## src/rtl/matrix_accel_soc.sv

```systemverilog
// Control-register bank reachable from the JTAG REGACC data register.
//   clk, rst_n  : system clock, async active-low reset
//   wr_en       : one-cycle write strobe; addr/wdata qualify it
//   addr        : 6-bit register address, also selects the read data
//   uart_busy   : UART transmitter busy flag, read back at addr 1
//   rdata       : combinational read data for addr
//   uart_start  : accepted UART write (addr 1 while idle)
//   reg_q_o     : register contents; reg_q_o[0] == 32'hFF ends simulation
module ctrl_regs #(
    parameter int unsigned PRF_LOG_P = 1,
    parameter int unsigned PRF_LOG_Q = 2
) (
    input  logic        clk,
    input  logic        rst_n,
    input  logic        wr_en,
    input  logic [5:0]  addr,
    input  logic [31:0] wdata,
    input  logic        uart_busy,
    output logic [31:0] rdata,
    output logic        uart_start,
    output logic [31:0] reg_q_o [0:3]
);

    localparam logic [31:0] CfgValue = {16'h0, 8'(PRF_LOG_Q), 8'(PRF_LOG_P)};

    logic [31:0] reg0_q, reg1_q, reg3_q;

    assign uart_start = wr_en && (addr == 6'd1) && !uart_busy;

    always_ff @(posedge clk or negedge rst_n) begin
        if (!rst_n) begin
            reg0_q <= '0;
            reg1_q <= '0;
            reg3_q <= '0;
        end else if (wr_en) begin
            if (addr == 6'd0) reg0_q <= wdata;
            if (uart_start)   reg1_q <= {24'h0, wdata[7:0]};
            if (addr == 6'd3) reg3_q <= wdata;
        end
    end

    always_comb begin
        rdata = '0;
        case (addr)
            6'd0:    rdata = reg0_q;
            6'd1:    rdata = {31'b0, uart_busy};
            6'd2:    rdata = CfgValue;
            6'd3:    rdata = reg3_q;
            default: rdata = '0;
        endcase
    end

    assign reg_q_o[0] = reg0_q;
    assign reg_q_o[1] = reg1_q;
    assign reg_q_o[2] = CfgValue;
    assign reg_q_o[3] = reg3_q;

endmodule

// Simulation-facing SoC top: clk-oversampled JTAG TAP, control registers and
// an 8N1 UART transmitter.
//   clk, rst_n              : system clock, async active-low reset
//   tx / rx                 : UART transmit (idle high) / receive (unused)
//   tck, tms, trstn, tdi    : JTAG inputs, asynchronous to clk
//   tdo                     : JTAG data out, changes after a detected tck fall
// IDCODE bit0 must be 1.
module matrix_accel_soc #(
    parameter int unsigned PRF_LOG_P    = 1,
    parameter int unsigned PRF_LOG_Q    = 2,
    parameter logic [31:0] IDCODE       = 32'h249511C3,
    parameter int unsigned CLKS_PER_BIT = 868
) (
    input  logic clk,
    input  logic rst_n,
    output logic tx,
    input  logic rx,
    input  logic tck,
    input  logic tms,
    input  logic trstn,
    input  logic tdi,
    output logic tdo
);

    typedef enum logic [3:0] {
        StTlr, StRti, StSelDr, StCapDr, StShDr, StEx1Dr, StPauseDr, StEx2Dr, StUpdDr,
        StSelIr, StCapIr, StShIr, StEx1Ir, StPauseIr, StEx2Ir, StUpdIr
    } tap_state_e;

    typedef enum logic [1:0] {StTxIdle, StTxStart, StTxData, StTxStop} tx_state_e;

    localparam logic [4:0]  IrIdcode = 5'h01;
    localparam logic [4:0]  IrRegacc = 5'h11;
    localparam int unsigned CntW     = (CLKS_PER_BIT > 1) ? $clog2(CLKS_PER_BIT) : 1;
    localparam logic [CntW-1:0] CntMax = CntW'(CLKS_PER_BIT - 1);

    // ---------------- JTAG synchronizers and edge detect ----------------
    logic [1:0] tck_sync_q, tms_sync_q, tdi_sync_q, trstn_sync_q;
    logic       tck_prev_q;
    logic       tck_rise, tck_fall, tms_s, tdi_s, trstn_s;

    always_ff @(posedge clk or negedge rst_n) begin
        if (!rst_n) begin
            tck_sync_q   <= '0;
            tms_sync_q   <= '0;
            tdi_sync_q   <= '0;
            trstn_sync_q <= '0;
            tck_prev_q   <= 1'b0;
        end else begin
            tck_sync_q   <= {tck_sync_q[0], tck};
            tms_sync_q   <= {tms_sync_q[0], tms};
            tdi_sync_q   <= {tdi_sync_q[0], tdi};
            trstn_sync_q <= {trstn_sync_q[0], trstn};
            tck_prev_q   <= tck_sync_q[1];
        end
    end

    assign tms_s    = tms_sync_q[1];
    assign tdi_s    = tdi_sync_q[1];
    assign trstn_s  = trstn_sync_q[1];
    assign tck_rise = tck_sync_q[1] & ~tck_prev_q;
    assign tck_fall = ~tck_sync_q[1] & tck_prev_q;

    // ---------------- TAP state machine ----------------
    tap_state_e tap_q, tap_d, tap_next;

    always_ff @(posedge clk or negedge rst_n) begin
        if (!rst_n) tap_q <= StTlr;
        else        tap_q <= tap_d;
    end

    always_comb begin
        tap_next = tap_q;
        unique case (tap_q)
            StTlr:     tap_next = tms_s ? StTlr   : StRti;
            StRti:     tap_next = tms_s ? StSelDr : StRti;
            StSelDr:   tap_next = tms_s ? StSelIr : StCapDr;
            StCapDr:   tap_next = tms_s ? StEx1Dr : StShDr;
            StShDr:    tap_next = tms_s ? StEx1Dr : StShDr;
            StEx1Dr:   tap_next = tms_s ? StUpdDr : StPauseDr;
            StPauseDr: tap_next = tms_s ? StEx2Dr : StPauseDr;
            StEx2Dr:   tap_next = tms_s ? StUpdDr : StShDr;
            StUpdDr:   tap_next = tms_s ? StSelDr : StRti;
            StSelIr:   tap_next = tms_s ? StTlr   : StCapIr;
            StCapIr:   tap_next = tms_s ? StEx1Ir : StShIr;
            StShIr:    tap_next = tms_s ? StEx1Ir : StShIr;
            StEx1Ir:   tap_next = tms_s ? StUpdIr : StPauseIr;
            StPauseIr: tap_next = tms_s ? StEx2Ir : StPauseIr;
            StEx2Ir:   tap_next = tms_s ? StUpdIr : StShIr;
            StUpdIr:   tap_next = tms_s ? StSelDr : StRti;
            default:   tap_next = StTlr;
        endcase
        tap_d = tap_q;
        if (!trstn_s)      tap_d = StTlr;
        else if (tck_rise) tap_d = tap_next;
    end

    // ---------------- IR / DR shift paths ----------------
    logic [4:0]  ir_q, ir_sh_q;
    logic [39:0] dr_q, dr_capture, dr_shifted;
    logic        upd_dr_q;
    logic [5:0]  last_addr_q;
    logic [31:0] rdata_q, bank_rdata;

    always_comb begin
        dr_capture = '0;
        dr_shifted = {39'h0, tdi_s};
        if (ir_q == IrIdcode) begin
            dr_capture = {8'h0, IDCODE};
            dr_shifted = {8'h0, tdi_s, dr_q[31:1]};
        end else if (ir_q == IrRegacc) begin
            dr_capture = {last_addr_q, rdata_q, 2'b00};
            dr_shifted = {tdi_s, dr_q[39:1]};
        end
    end

    always_ff @(posedge clk or negedge rst_n) begin
        if (!rst_n) begin
            ir_q     <= IrIdcode;
            ir_sh_q  <= '0;
            dr_q     <= '0;
            tdo      <= 1'b0;
            upd_dr_q <= 1'b0;
        end else if (!trstn_s) begin
            ir_q     <= IrIdcode;
            tdo      <= 1'b0;
            upd_dr_q <= 1'b0;
        end else begin
            // Register access fires the clk after the rise that enters Update-DR.
            upd_dr_q <= tck_rise && (tap_next == StUpdDr) && (ir_q == IrRegacc);
            if (tap_q == StTlr) ir_q <= IrIdcode;
            if (tck_rise) begin
                case (tap_q)
                    StCapIr: ir_sh_q <= 5'b00001;
                    StShIr:  ir_sh_q <= {tdi_s, ir_sh_q[4:1]};
                    StCapDr: dr_q    <= dr_capture;
                    StShDr:  dr_q    <= dr_shifted;
                    default: ;
                endcase
                if (tap_next == StUpdIr) ir_q <= ir_sh_q;
            end
            if (tck_fall) begin
                if (tap_q == StShDr)      tdo <= dr_q[0];
                else if (tap_q == StShIr) tdo <= ir_sh_q[0];
                else                      tdo <= 1'b0;
            end
        end
    end

    // ---------------- REGACC execution ----------------
    logic        reg_wr, reg_rd, uart_start, uart_busy;
    logic [31:0] reg_q [0:3];

    assign reg_wr = upd_dr_q && (dr_q[1:0] == 2'd2);
    assign reg_rd = upd_dr_q && (dr_q[1:0] == 2'd1);

    always_ff @(posedge clk or negedge rst_n) begin
        if (!rst_n) begin
            rdata_q     <= '0;
            last_addr_q <= '0;
        end else if (reg_rd) begin
            rdata_q     <= bank_rdata;
            last_addr_q <= dr_q[39:34];
        end
    end

    ctrl_regs #(
        .PRF_LOG_P (PRF_LOG_P),
        .PRF_LOG_Q (PRF_LOG_Q)
    ) i_ctrl_regs (
        .clk        (clk),
        .rst_n      (rst_n),
        .wr_en      (reg_wr),
        .addr       (dr_q[39:34]),
        .wdata      (dr_q[33:2]),
        .uart_busy  (uart_busy),
        .rdata      (bank_rdata),
        .uart_start (uart_start),
        .reg_q_o    (reg_q)
    );

    // ---------------- UART transmitter ----------------
    tx_state_e       tx_state_q, tx_state_d;
    logic [CntW-1:0] cnt_q, cnt_d;
    logic [2:0]      bit_q, bit_d;
    logic [7:0]      sh_q, sh_d;
    logic            bit_end;

    assign bit_end   = (cnt_q == CntMax);
    assign uart_busy = (tx_state_q != StTxIdle);

    always_ff @(posedge clk or negedge rst_n) begin
        if (!rst_n) begin
            tx_state_q <= StTxIdle;
            cnt_q      <= '0;
            bit_q      <= '0;
            sh_q       <= '0;
        end else begin
            tx_state_q <= tx_state_d;
            cnt_q      <= cnt_d;
            bit_q      <= bit_d;
            sh_q       <= sh_d;
        end
    end

    always_comb begin
        tx_state_d = tx_state_q;
        cnt_d      = cnt_q;
        bit_d      = bit_q;
        sh_d       = sh_q;
        tx         = 1'b1;
        unique case (tx_state_q)
            StTxIdle: begin
                if (uart_start) begin
                    tx_state_d = StTxStart;
                    cnt_d      = '0;
                    sh_d       = dr_q[9:2];
                end
            end
            StTxStart: begin
                tx    = 1'b0;
                cnt_d = cnt_q + 1'b1;
                if (bit_end) begin
                    cnt_d      = '0;
                    bit_d      = '0;
                    tx_state_d = StTxData;
                end
            end
            StTxData: begin
                tx    = sh_q[0];
                cnt_d = cnt_q + 1'b1;
                if (bit_end) begin
                    cnt_d = '0;
                    sh_d  = {1'b0, sh_q[7:1]};
                    bit_d = bit_q + 3'd1;
                    if (bit_q == 3'd7) tx_state_d = StTxStop;
                end
            end
            StTxStop: begin
                cnt_d = cnt_q + 1'b1;
                if (bit_end) begin
                    cnt_d      = '0;
                    tx_state_d = StTxIdle;
                end
            end
            default: tx_state_d = StTxIdle;
        endcase
    end

    logic unused_ok;
    assign unused_ok = ^{rx, reg_q[0], reg_q[1], reg_q[2], reg_q[3]};

endmodule

```

## config.mk

```make
export PLATFORM = sky130hd
export DESIGN_NAME = matrix_accel_soc
export DESIGN_NICKNAME = d
export VERILOG_FILES = /design/src/rtl/matrix_accel_soc.sv
export SDC_FILE = /design/constraint.sdc
export NUM_CORES = 1
export LEC_CHECK = 0
export ABC_AREA = 1
export CAP_MARGIN = 20
export CORE_UTILIZATION = 60
export DETAILED_ROUTE_END_ITERATION = 8
export PLACE_DENSITY = 0.75
export SYNTH_ARGS = -nofsm -noshare
export SYNTH_HDL_FRONTEND = slang
export SYNTH_SLANG_ARGS = --single-unit
export TNS_END_PERCENT = 1
```

## constraint.sdc

```tcl
create_clock -name clk -period 3.1 [get_ports clk]
set_input_delay 0.62 -clock clk [delete_from_list [all_inputs] [get_ports clk]]
set_output_delay 0.62 -clock clk [all_outputs]
set_load 0.01 [all_outputs]
```

==> flow_metrics.py <==
metrics = {
    "synthesis": {
        "synth.most_common_cell": "nand2_1",
        "synth-edff-count": 0,
        "ys_seq_elements": 190,
        "synth_top_area_cell": "dfrtp_1",
        "synth_nets": 944,
        "ys_seq_area_share_pct": 57.1,
        "ys_types": 37,
        "synth_common_cells": "nand2_1, dfrtp_1, o21ai_0",
        "synth_area_leaders": "dfrtp_1, nand2_1, o21ai_0",
        "synth_flop_cell": "dfrtp_1",
        "syn_inst": 929,
        "syn_area_um2": 8330,
        "ys_warn_count": 0,
        "synth_top_area_share_pct": 56.8,
        "async_flop_share_pct": 100,
        "postSynthAreaPerCell_um2": 8.97,
    },
    "worst_setup_path": {
        "critPathLaunchType": "flip-flop",
        "max_stage_delay_ns": 0.52,
        "crit_arrival_ns": 2.16,
        "worstPathRequired_ns": 2.48,
        "criticalPathCategory": "flip-flop to output port",
        "critPathCaptureType": "output port",
        "path_max_fanout": 8,
        "r2r.worst_path.cells": 6,
        "path_cells": "inv_1 -> ha_1 -> or2_2 -> nand2_1 -> clkdlybuf4s50_1",
        "crit_slowest_cell": "clkdlybuf4s50_1",
    },
    "clock_network": {
        "cts_tree": "built",
        "post_cts_buffers": 0,
        "ctsHoldBuffers": 0,
        "htree_num_levels": 4,
        "cts_buffer_depth": 2,
        "numClockSinks": 190,
        "root_buffer": "clkbuf_16",
        "insertion_delay_ns": 0.43,
        "clkTransAtPathRegs_ns": 0.07,
        "cts_resized": 0,
        "cts_buffers": 17,
    },
    "routing": {
        "drc_errors": 0,
        "avgRoutedWirePerCell_um": 16.4,
        "wl_mm": 18.2,
        "drtIter0Drc": 687,
        "ant_nets": 0,
        "dr.pass1.iters": 5,
        "viasPerCell": 5.90,
        "via_count": 6553,
    },
    "cells_and_area": {
        "syn2layout_area_growth_pct": 9.91,
        "multiInputGateArea_um2": 3050,
        "layout-drive-gt1-share_pct": 6.64,
        "diodes": 0,
        "fin_nets": 936,
        "fillers": 1019,
        "regArea_um2": 4760,
        "postLayoutCoreUtil_pct": 68.3,
    },
    "sta": {
        "clock_skew_ns": 0.00782,
        "rsz0062_at_grt": "no",
        "worst_pin_slew_ns": 0.648,
        "hold_viol_final": 0,
        "setup_tns_ns": 0,
        "fin_crit_ns": 2.78,
        "finalWorstSetupSlack_ns": 0.322,
        "max_freq_ghz": 0.360,
        "fin_crit_sh_pct": 89.6,
        "setup_viol": 0,
        "max-slew-margin-rel_pct": 56.8,
        "maxSlewViolCount": 0,
    },
    "place": {
        "pre_cts_slack_ns": 0.764,
        "gp_congestion": 0.874,
        "hpwlAfterDp_mm": 11.0,
        "numPortBuffers": 7,
    },
    "die": {
        "dieArea_um2": 14400,
        "fp.dieW_um": 120,
        "coreArea_um2": 13400,
        "boundaryPins": 9,
        "start_util_pct": 62.2,
        "die_y_um": 120,
        "rows": 42,
    },
    "global_routing": {
        "grt_overflow": 0,
        "grt_pass1_wl_mm": 30.8,
        "first_global_vias": 6434,
        "antenna_found_initial": 0,
        "grt_max_degree": 75,
        "grtUsageTotal_pct": 27.4,
    },
    "run_status": {
        "outcome": "finished, final reports clean",
    },
    "flow_run": {
        "cap_violations": 0,
    },
    "worst_hold_path": {
        "hold_class": "input pin to asynchronous set/reset pin",
    },
    "pwr": {
        "switching_share_pct": 21.6,
        "leakagePower_nw": 4.18,
        "peakVddDrop_uv": 536,
        "p_int_mw": 3.70,
        "power_density_nw_per_um2": 515,
        "pwr-share-comb_pct": 2.0,
        "finalPower_mw": 4.72,
        "switching_power_mw": 1.02,
        "pwr-share-clk_pct": 45.0,
        "power.share.sequential_pct": 53.0,
    },
}
-- through the flow --
stage	cells	hold WS [ns]	instance area, um2
finish	1110	0.182	9160
global route	1110	0.227	9160
CTS	1109	0.213	9140
detailed placement	1077	0.336	8560
global placement	1077	0.336	8560
floorplan	929	0.324	8330
-- cell families (layout without fill, tap and decap cells) --
group                    after synthesis  count (layout)  share of synthesized area [%]
AO/OA/AOI/OAI                        257             257                           18.0
buffers and inverters                136             141                           6.38
flip-flops                           190             190                           57.1
XOR/XNOR                               2               2                          0.210
AND/OR/NAND/NOR                      336             336                           17.2
adder cells (fa/ha/maj)                8               8                           1.20
-- final timing paths --
kind,start,end,slack [ns]
min in group clk,tms_sync_q[0]$_DFF_PN0_,tms_sync_q[1]$_DFF_PN0_,0.35
max in group asynchronous,rst_n,trstn_sync_q[0]$_DFF_PN0_,2.17
min,rst_n,cnt_q[2]$_DFFE_PN0P_,0.18
max reg2reg,tap_q[0]$_DFFE_PN0P_,dr_q[30]$_DFFE_PN0P_,0.64
min reg2reg,tms_sync_q[0]$_DFF_PN0_,tms_sync_q[1]$_DFF_PN0_,0.35
max,tx_state_q[0]$_DFFE_PN0P_,tx,0.32
-- per-layer routing --
metal / share of wire, % / GRT usage, %
met1: 45 / 37.0
met2: 49 / 44.2
met3: 5.5 / 6.42
met4: 0.71 / 8.28
met5: 0 / 0
-- layout make-up --
cell class,count,area share (%)
repair buffers,21,2.50
well taps,176,2.41
inverters,88,3.61
multi-input cells,603,33.3
clock inverters,14,1.57
clock buffers,18,4.69
flip-flops and latches,190,51.9
-- power by group through the flow --
stage,Combinational [mW],Clock (mW),Sequential [mW]
detailed placement,0.0958,0,2.55
global route,0.109,2.26,2.50
finish,0.0924,2.12,2.50
floorplan,0.0280,0,2.54
global placement,0.0925,0,2.55
CTS,0.0960,2.15,2.50
-- worst max-delay path: cells and delay by family, from the launching register on --
kind / cells / cell delay [ns]
adders and majority gates: 1 / 0.30
and+or+nand+nor: 2 / 0.42
DFF: 1 / 0.39
buffers and inverters: 2 / 0.62
-- placed cells by master, fill, tap and decap left out, types with 6 or more instances in the layout --
| cell type | count |
|---|---|
| a21oi_1 | 30 |
| a22oi_1 | 51 |
| buf_4 | 10 |
| clkbuf_16 | 17 |
| clkdlybuf4s50_1 | 6 |
| dfrtp_1 | 189 |
| ha_1 | 8 |
| inv_1 | 80 |
| nand2_1 | 201 |
| nand3_1 | 39 |
| nand4_1 | 11 |
| nor2_1 | 56 |
| nor3_1 | 13 |
| o211ai_1 | 7 |
| o21ai_0 | 145 |
| o22ai_1 | 6 |
| o32ai_1 | 11 |
-- flip-flops by register name, summed over array words and instances (netlist names) --
name	flops
bit_q	3
cnt_q	10
dr_q	40
i_ctrl_regs.reg0_q	32
i_ctrl_regs.reg3_q	32
ir_q	5
ir_sh_q	5
last_addr_q	6
rdata_q	32
sh_q	8
tap_q	4
tck_prev_q	1
tck_sync_q	2
tdi_sync_q	2
tdo	1
tms_sync_q	2
trstn_sync_q	2
tx_state_q	2
upd_dr_q	1
No activity file was read; power rests on OpenSTA's default activity.
